--- src/rtl/spi_fifo_tx_pkg.sv ---
// spi_fifo_tx_pkg: shared FSM states, active-low FIFO flag levels and SPI mode constants
// Build option: SPI_TX_LSB_FIRST_EN selects LSB-first shifting (default MSB first).
package spi_fifo_tx_pkg;
  typedef enum logic [2:0] {
    IDLE   = 3'd0,
    POP_HI = 3'd1,
    POP_LO = 3'd2,
    WAIT_D = 3'd3,
    LOAD   = 3'd4,
    SHIFT  = 3'd5,
    HOLD   = 3'd6
  } state_e;
  localparam logic FLAG_TRUE  = 1'b0;
  localparam logic FLAG_FALSE = ~FLAG_TRUE;
  localparam logic SPI_CPOL   = 1'b0;
`ifdef SPI_TX_LSB_FIRST_EN
  localparam bit LSB_FIRST = 1'b1;
`else
  localparam bit LSB_FIRST = 1'b0;
`endif
endpackage

--- src/rtl/spi_clk_div.sv ---
// spi_clk_div: HALF_DIV cycle divider giving a 1-cycle phase_tick and a half-period phase bit
// Ports: clk, rst (async active-low), clr (hold cleared), phase_tick (last cycle of a half), phase (0 low half, 1 high half)
module spi_clk_div #(
  parameter int HALF_DIV = 4
) (
  input  logic clk,
  input  logic rst,
  input  logic clr,
  output logic phase_tick,
  output logic phase
);
  localparam int HW = $clog2(HALF_DIV);
  logic [HW-1:0] div_q, div_d;
  logic phase_q, phase_d;
  assign phase_tick = !clr && div_q == HW'(HALF_DIV - 1);
  assign phase = phase_q;
  always_comb begin
    div_d   = (clr || phase_tick) ? '0 : div_q + 1'b1;
    phase_d = clr ? 1'b0 : phase_q ^ phase_tick;
  end
  always_ff @(posedge clk or negedge rst) begin
    if (!rst) begin
      div_q   <= '0;
      phase_q <= 1'b0;
    end else begin
      div_q   <= div_d;
      phase_q <= phase_d;
    end
  end
endmodule

--- src/rtl/spi_fifo_tx.sv ---
// spi_fifo_tx: drains a FIFO with edge-triggered pops and serializes bytes as an SPI mode-0 master
// Ports: clk, rst (async active-low), enable, fifo_empty (active-low, 0 = empty), fifo_odat,
//        fifo_oen (pop on 1->0), spi_sclk, spi_mosi, spi_cs_n, busy, byte_cnt (wrapping byte count)
// Build option: SPI_TX_LSB_FIRST_EN shifts LSB first; timing is unchanged.
module spi_fifo_tx
  import spi_fifo_tx_pkg::*;
#(
  parameter int DW       = 8,
  parameter int HALF_DIV = 4,
  parameter int CW       = 8
) (
  input  logic          clk,
  input  logic          rst,
  input  logic          enable,
  input  logic          fifo_empty,
  input  logic [DW-1:0] fifo_odat,
  output logic          fifo_oen,
  output logic          spi_sclk,
  output logic          spi_mosi,
  output logic          spi_cs_n,
  output logic          busy,
  output logic [CW-1:0] byte_cnt
);
  localparam int BW = $clog2(DW);
  localparam int HW = $clog2(HALF_DIV);
  state_e state_q, state_d;
  logic [DW-1:0] sh_q, sh_d;
  logic [BW-1:0] bit_q, bit_d;
  logic [HW-1:0] hold_q, hold_d;
  logic [CW-1:0] cnt_q, cnt_d;
  logic oen_q, oen_d, mosi_q, mosi_d, cs_n_q, cs_n_d, busy_q, busy_d;
  logic tick, phase, go, bit_end, byte_end;
  spi_clk_div #(.HALF_DIV(HALF_DIV)) u_div (
    .clk        (clk),
    .rst        (rst),
    .clr        (state_q != SHIFT),
    .phase_tick (tick),
    .phase      (phase)
  );
  // a new byte may start only while the FIFO reports data
  assign go       = enable && fifo_empty == FLAG_FALSE;
  assign bit_end  = state_q == SHIFT && tick && phase;
  assign byte_end = bit_end && bit_q == BW'(DW - 1);
  always_comb begin
    state_d = state_q;
    case (state_q)
      IDLE:    state_d = go ? POP_HI : IDLE;
      POP_HI:  state_d = POP_LO;
      POP_LO:  state_d = WAIT_D;
      WAIT_D:  state_d = LOAD;
      LOAD:    state_d = SHIFT;
      SHIFT:   state_d = byte_end ? (go ? POP_HI : HOLD) : SHIFT;
      HOLD:    state_d = hold_q == HW'(HALF_DIV - 1) ? IDLE : HOLD;
      default: state_d = IDLE;
    endcase
    sh_d   = state_q == LOAD ? fifo_odat : bit_end ? (LSB_FIRST ? sh_q >> 1 : sh_q << 1) : sh_q;
    // mosi moves only as a low half begins: at load, and after each non-final high half
    mosi_d = (state_q == LOAD || (bit_end && !byte_end)) ? (LSB_FIRST ? sh_d[0] : sh_d[DW-1]) : mosi_q;
    bit_d  = state_q == LOAD ? '0 : bit_end ? bit_q + 1'b1 : bit_q;
    hold_d = state_q == HOLD ? hold_q + 1'b1 : '0;
    cnt_d  = cnt_q + CW'(byte_end);
    oen_d  = state_d == POP_HI;
    cs_n_d = state_d == IDLE;
    busy_d = state_d != IDLE;
  end
  always_ff @(posedge clk or negedge rst) begin
    if (!rst) begin
      state_q <= IDLE;
      sh_q    <= '0;
      bit_q   <= '0;
      hold_q  <= '0;
      cnt_q   <= '0;
      oen_q   <= 1'b0;
      mosi_q  <= 1'b0;
      cs_n_q  <= 1'b1;
      busy_q  <= 1'b0;
    end else begin
      state_q <= state_d;
      sh_q    <= sh_d;
      bit_q   <= bit_d;
      hold_q  <= hold_d;
      cnt_q   <= cnt_d;
      oen_q   <= oen_d;
      mosi_q  <= mosi_d;
      cs_n_q  <= cs_n_d;
      busy_q  <= busy_d;
    end
  end
  assign fifo_oen = oen_q;
  assign spi_sclk = phase ^ SPI_CPOL;
  assign spi_mosi = mosi_q;
  assign spi_cs_n = cs_n_q;
  assign busy     = busy_q;
  assign byte_cnt = cnt_q;
endmodule

--- config.mk ---
export PLATFORM = sky130hd
export DESIGN_NAME = spi_fifo_tx
export DESIGN_NICKNAME = d
export VERILOG_FILES = /design/src/rtl/spi_fifo_tx_pkg.sv /design/src/rtl/spi_clk_div.sv /design/src/rtl/spi_fifo_tx.sv
export SDC_FILE = /design/constraint.sdc
export NUM_CORES = 1
export LEC_CHECK = 0
export ABC_AREA = 1
export ABC_CLOCK_PERIOD_IN_PS = 2250
export CORE_ASPECT_RATIO = 0.6
export CORE_MARGIN = 2
export CORE_UTILIZATION = 52
export CTS_CLUSTER_SIZE = 14
export DETAILED_ROUTE_END_ITERATION = 10
export GPL_TIMING_DRIVEN = 1
export PLACE_DENSITY = 0.75
export SYNTH_ARGS = -nofsm -noshare
export SYNTH_HDL_FRONTEND = slang
export SYNTH_HIERARCHICAL = 1
export SYNTH_SLANG_ARGS = --single-unit
--- constraint.sdc ---
create_clock -name clk -period 2.25 [get_ports clk]
set_input_delay 0.45 -clock clk [delete_from_list [all_inputs] [get_ports clk]]
set_output_delay 0.45 -clock clk [all_outputs]
set_load 0.05 [all_outputs]
==> out/summary.txt, run 1 <==
status: complete, no violations
cell area after layout: 0.001912 mm2
Fin. Hold Viols: 0
clk sinks: 30
crit-path max FO: 7
Netlist Area Pre-Place: 0.001523 mm2
Post-CTS Hold Buffers: 0
Detail Route Antenna Nets: 0
Fill cells: 229
initial core utilization: 53.73%
die width: 73.86 um
Crit path max-delay family: simple AND/OR/NAND/NOR gates
Hold/Removal Path Class: register to register
max-slew violation count: 0
layout cells sized above 1: 14.85%
leakage power: 1.005 nW
multi-input logic area: 645.6 um2
top_reg_cell synth: dfrtp_1
first-pass GRT wire length: 5106 um
number of nets in the layout: 218
# port buffers: 24
Peak VDD IR: 0.6193 mV
synth cell count leaders: 44 x nand2_1, 29 x dfrtp_1, 26 x inv_1
pwr dens: 1035 mW/mm2
Worst-Skew Late Latency: 0.28 ns
TritonRoute pass-1 iters: 4
max incr delay on CP: 0.41 ns
yosys warns: 6
number of synthesized flops with an enable pin: 0
ANT cells: 0
CP max-delay cell: dfrtp_1
initial antenna violation count: 0
Async SR Flop Fraction: 100.0%
Total Wirelength: 3067 um
Arrival @ worst endpoint: 2.26 ns
largest net degree at the start of global routing: 31
endpoint type of the worst setup path: register
die span in y: 45.92 um
Max Clk Rate: 485.1 MHz
CP Class: register to register
Final WS setup: 0.1885 ns
cell repeated most along the worst path: nand3_4
DP Area: 0.001815 mm2
Placer Congestion: 0.7467
Congestion Overflow GR: 0
Synth area leader: dfrtp_1
Final Skew: 0.005234 ns
CTS H-tree lvls: 2
IO Pins: 25
Synth top area share: 47.66%
crit path buf inv count: 2
total vias in the final route: 1203
Place WS: 0.1623 ns
vias per inst: 4.930
Req. time, crit path: 2.45 ns
Initial DRC Count: 104
vias in the first global route: 1205
Syn Nets: 186
crit start category: register
Synth area leaders: dfrtp_1 48%, nand2_1 11%, inv_1 6.4%
area grow syn2layout: 25.55%
Setup-failing EPs final: 0
crit path cell chain: inv_2 -> nand3_4 -> nor2_1 -> nand2_1 -> nor2_8 -> nand3_4 -> inv_1 -> ha_1 -> nand3_1 -> nor3_2 -> xor2_1
Yosys cell types: 28
Synth Instances: 169
Final Cycle Share: 91.62%
Overall Power: 1.979 mW
Tot GR Track Use: 20.64%
hpwl dp: 2237 um
Slew headroom: 65.99%
Core Area: 0.002834 mm2
# rows: 15
min cycle time layout: 2.062 ns
Final Util: 67.46%
CTS root buf: clkbuf_8
FF+latch area: 752.0 um2
setup tns final: 0 ns
cell with the most instances after synthesis: nand2_1
die area: 0.003391 mm2
max-cap viol count: 0
CTS Buffer Depth: 2
Reg clk slew, reported paths: 0.06 ns
sequential share of the synthesized area: 49.38%
syn avg cell area: 9.010 um2
RSZ-0062 raised after global routing: no
Slew @ Worst Pin: 0.5086 ns
CTS tree: done
WL per Instance: 12.57 um
Synth Register Bits: 30
DR DRC count: 0
CTS Buf Count: 5
post-CTS setup repair buffer count: 0
-- worst reg2reg max path, cell delays in order, from the launching register on --
cell	delay, ns
dfrtp_1	0.41
inv_2	0.14
nand3_4	0.15
nor2_1	0.14
nand2_1	0.17
nor2_8	0.16
nand3_4	0.09
inv_1	0.10
ha_1	0.19
nand3_1	0.13
nor3_2	0.15
xor2_1	0.16
-- registers in the layout, indices dropped and copies added (netlist names) --
| name | count |
|---|---|
| u_div/phase | 1 |
| spi_mosi | 1 |
| spi_cs_n | 1 |
| u_div/div_q | 2 |
| fifo_oen | 1 |
| hold_q | 2 |
| bit_q | 3 |
| byte_cnt | 8 |
| busy | 1 |
| sh_q | 7 |
| state_q | 3 |
-- cell families after synthesis --
family	after synthesis	share of synthesized area, %
adders and majority gates	5	4.108
AOI/OAI and AO/OA	14	6.491
DFF	30	49.38
xor gates and xnor gates	3	1.726
and+or+nand+nor	86	29.74
buffers and inverters	31	8.545
-- per-layer routing --
layer / up-vias / routed length (um) / share of wire [%] / GRT usage, %
met1: 564 / 1328 / 43 / 24.09
met3: 6 / 158 / 5.2 / 6.195
met4: 0 / 44 / 1.4 / 9.818
met5: - / 0 / 0 / 0
li1: 593 / - / - / -
met2: 40 / 1535 / 50 / 35.54
-- per-stage QoR --
stage          hold slack (ns)  instances
3_3_place_gp            0.4177        236
3_5_place_dp            0.4304        236
6_report                0.4290        244
5_1_grt                 0.4522        244
2_1_floorplan           0.1544        169
4_1_cts                 0.4389        244
-- final timing paths --
check / from / to / slack (ns) / cells after the start
max reg2reg: state_q[1]$_DFF_PN0_ / byte_cnt[6]$_DFF_PN0_ / 0.19 / 11
max: state_q[1]$_DFF_PN0_ / byte_cnt[6]$_DFF_PN0_ / 0.19 / 11
min reg2reg: hold_q[0]$_DFF_PN0_ / hold_q[0]$_DFF_PN0_ / 0.43 / 1
max in group asynchronous: rst / spi_cs_n$_DFF_PN1_ / 1.38 / 2
min in group asynchronous: rst / hold_q[1]$_DFF_PN0_ / 0.55 / 2
min: hold_q[0]$_DFF_PN0_ / hold_q[0]$_DFF_PN0_ / 0.43 / 1
-- area by class of cell --
cell class / count / share of cell area (%)
clock inverter: 1 / 0.2618
multi-input combinational: 108 / 33.77
inverter: 30 / 6.021
tap: 42 / 2.749
sequential: 30 / 39.33
timing repair buffer: 26 / 13.35
clock buffer: 7 / 4.516
-- placed cells by master (no fill, tap or decap), types with 2 or more instances in the layout --
cell,count
a22o_2,2
a22oi_1,4
a31oi_1,2
buf_4,2
clkbuf_8,6
clkdlybuf4s50_1,24
dfrtp_1,29
ha_1,5
inv_1,26
inv_2,3
nand2_1,44
nand2_2,2
nand2_4,2
nand3_1,9
nand3_4,2
nor2_1,15
nor2_2,2
nor2_8,3
nor3_1,3
o21ai_1,2
xor2_1,3
-- where the power goes --
group | switching, mW | internal (mW)
clock network | 0.198 | 0.246
registers | 0.0936 | 0.678
logic | 0.500 | 0.264
-- what timing repair did --
item	CTS	global route
setup endpoints to repair	0	1
endpoints found under the hold margin	0	0
resized for setup	0	1
(Power assumes the default switching activity.)
==> run 2, diff against run 1 <==
ABC_CLOCK_PERIOD_IN_PS = 2500   (was 2250)
CORE_UTILIZATION = 56   (was 52)
PLACE_DENSITY = 0.8   (was 0.75)
REMOVE_ABC_BUFFERS = 1   (was default)
clock period = 2.5 ns   (was 2.25 ns; I/O delays follow)
==> out/summary.txt, run 2 (synthesized netlist as in run 1, its figures left out) <==
status: complete, no violations
Max Clk Rate: 481.5 MHz
CTS Buffer Depth: 2
Congestion Overflow GR: 0
CTS H-tree lvls: 2
Hold/Removal Path Class: register to register
commonest non-fill, non-tap cell in the layout: nand2_1
crit path buf inv count: 2
Hold Slack: 0.4459 ns
pwr dens: 916.3 mW/mm2
max-slew violation count: 0
Fill cells: 177
net switching power: 0.6844 mW
Hold Startpoint: u_div/div_q[0]$_DFF_PN0_
cell repeated most along the worst path: nand3_4
ANT cells: 0
number of nets in the layout: 218
Placer Congestion: 0.8021
CP max-delay cell: dfrtp_1
CTS Buf Count: 5
Detail Route Antenna Nets: 0
# rows: 14
crit path from: state_q[1]$_DFF_PN0_
Core Area: 0.002540 mm2
initial antenna violation count: 0
hpwl dp: 2111 um
Seq pwr share: 40.0%
largest net degree at the start of global routing: 31
max incr delay on CP: 0.41 ns
total vias in the final route: 1143
CTS root buf: clkbuf_8
Fin. Hold Viols: 0
RSZ-0062 raised after global routing: no
Req. time, crit path: 2.71 ns
CP Class: register to register
worst r2r src: state_q[1]$_DFF_PN0_
DR DRC count: 0
Tot GR Track Use: 20.54%
Arrival @ worst endpoint: 2.28 ns
vias in the first global route: 1039
Post-CTS Hold Buffers: 0
max-cap viol count: 0
layout cells sized above 1: 13.43%
Worst-Skew Late Latency: 0.28 ns
Internal Pwr Total: 1.038 mW
Slew @ Worst Pin: 0.5059 ns
die span in y: 44.39 um
Peak VDD IR: 0.5782 mV
vias per inst: 4.906
min cycle time layout: 2.077 ns
Largest register FFs: 8
Crit path max-delay family: simple AND/OR/NAND/NOR gates
area grow syn2layout: 23.42%
dpl cells: 226
cts repair resizes: 0
initial core utilization: 59.95%
most frequent cells in the layout: 44 x nand2_1, 29 x dfrtp_1, 26 x inv_1, 24 x clkdlybuf4s50_1, 15 x nor2_1
die width: 71.32 um
crit start category: register
die area: 0.003166 mm2
Final Skew: 0.008579 ns
WL per Instance: 12.14 um
crit path cell chain: inv_2 -> nand3_4 -> nor2_1 -> nand2_1 -> nor2_8 -> nand3_4 -> inv_1 -> ha_1 -> nand3_1 -> nor3_1 -> xor2_1
CTS tree: done
Comb pwr share: 39.3%
first-pass GRT wire length: 4754 um
leakage power: 0.9947 nW
TritonRoute pass-1 iters: 6
Final Cycle Share: 83.07%
Initial DRC Count: 98
IO Pins: 25
Slew headroom: 66.17%
Clk pwr share: 20.8%
Total Wirelength: 2829 um
setup tns final: 0 ns
Setup-failing EPs final: 0
Reg clk slew, reported paths: 0.06 ns
Overall Power: 1.722 mW
post-CTS setup repair buffer count: 0
switching portion of total power: 39.75%
clk sinks: 30
crit-path max FO: 7
Final Non-Filler Cells: 233
endpoint type of the worst setup path: register
# port buffers: 24
==> run 2: changes by cell type in the layout (fill, tap and decap cells not counted) <==
| cell | delta |
|---|---|
| clkbuf_8 | -1 |
| nor3_1 | +1 |
| nor3_2 | -1 |
| clkbuf_1 | +1 |
| clkinv_2 | -1 |
==> run 2: per-layer routing <==
layer / vias up / track usage, % / wire [um]
li1: 592 / - / -
met1: 528 / 28.66 / 1434
met2: 19 / 29.63 / 1217
met3: 4 / 8.200 / 149
met4: 0 / 6.792 / 27
met5: - / 0 / 0
==> run 2: final cells by class <==
| cell class | instances | area [um2] | area share, % |
|---|---|---|---|
| Clock buffer | 7 | 76.32 | 4.061 |
| Inverter | 30 | 115.1 | 6.125 |
| Multi-Input combinational cell | 108 | 640.6 | 34.09 |
| Sequential cell | 30 | 752.0 | 40.01 |
| Tap cell | 32 | 40.04 | 2.130 |
| Timing Repair Buffer | 26 | 255.2 | 13.58 |
==> run 2: through the flow <==
step	worst slack (ns)	instance area (um2)	utilization (%)
after floorplan	0.3943	1508	-
after global placement	0.5428	1803	70.99
after detailed placement	0.4361	1803	70.99
after CTS	0.4193	1879	73.99
after global routing	0.2041	1879	73.99
final	0.4232	1879	73.99
==> run 2: path summary, 6_finish.rpt <==
check | to | slack (ns) | depth (start not counted)
max in group asynchronous | spi_cs_n$_DFF_PN1_ | 1.58 | 2
min reg2reg | u_div/div_q[0]$_DFF_PN0_ | 0.45 | 1
max | byte_cnt[6]$_DFF_PN0_ | 0.42 | 11
min | u_div/div_q[0]$_DFF_PN0_ | 0.45 | 1
max reg2reg | byte_cnt[6]$_DFF_PN0_ | 0.42 | 11
min in group asynchronous | u_div/phase$_DFF_PN0_ | 0.60 | 2
==> run 2: power by group through the flow <==
| stage | registers (mW) | logic [mW] | clock network [mW] |
|---|---|---|---|
| floorplan | 0.776 | 0.423 | 0 |
| global placement | 0.690 | 0.654 | 0 |
| detailed placement | 0.696 | 0.677 | 0 |
| CTS | 0.688 | 0.679 | 0.358 |
| global route | 0.703 | 0.751 | 0.390 |
| finish | 0.689 | 0.676 | 0.357 |
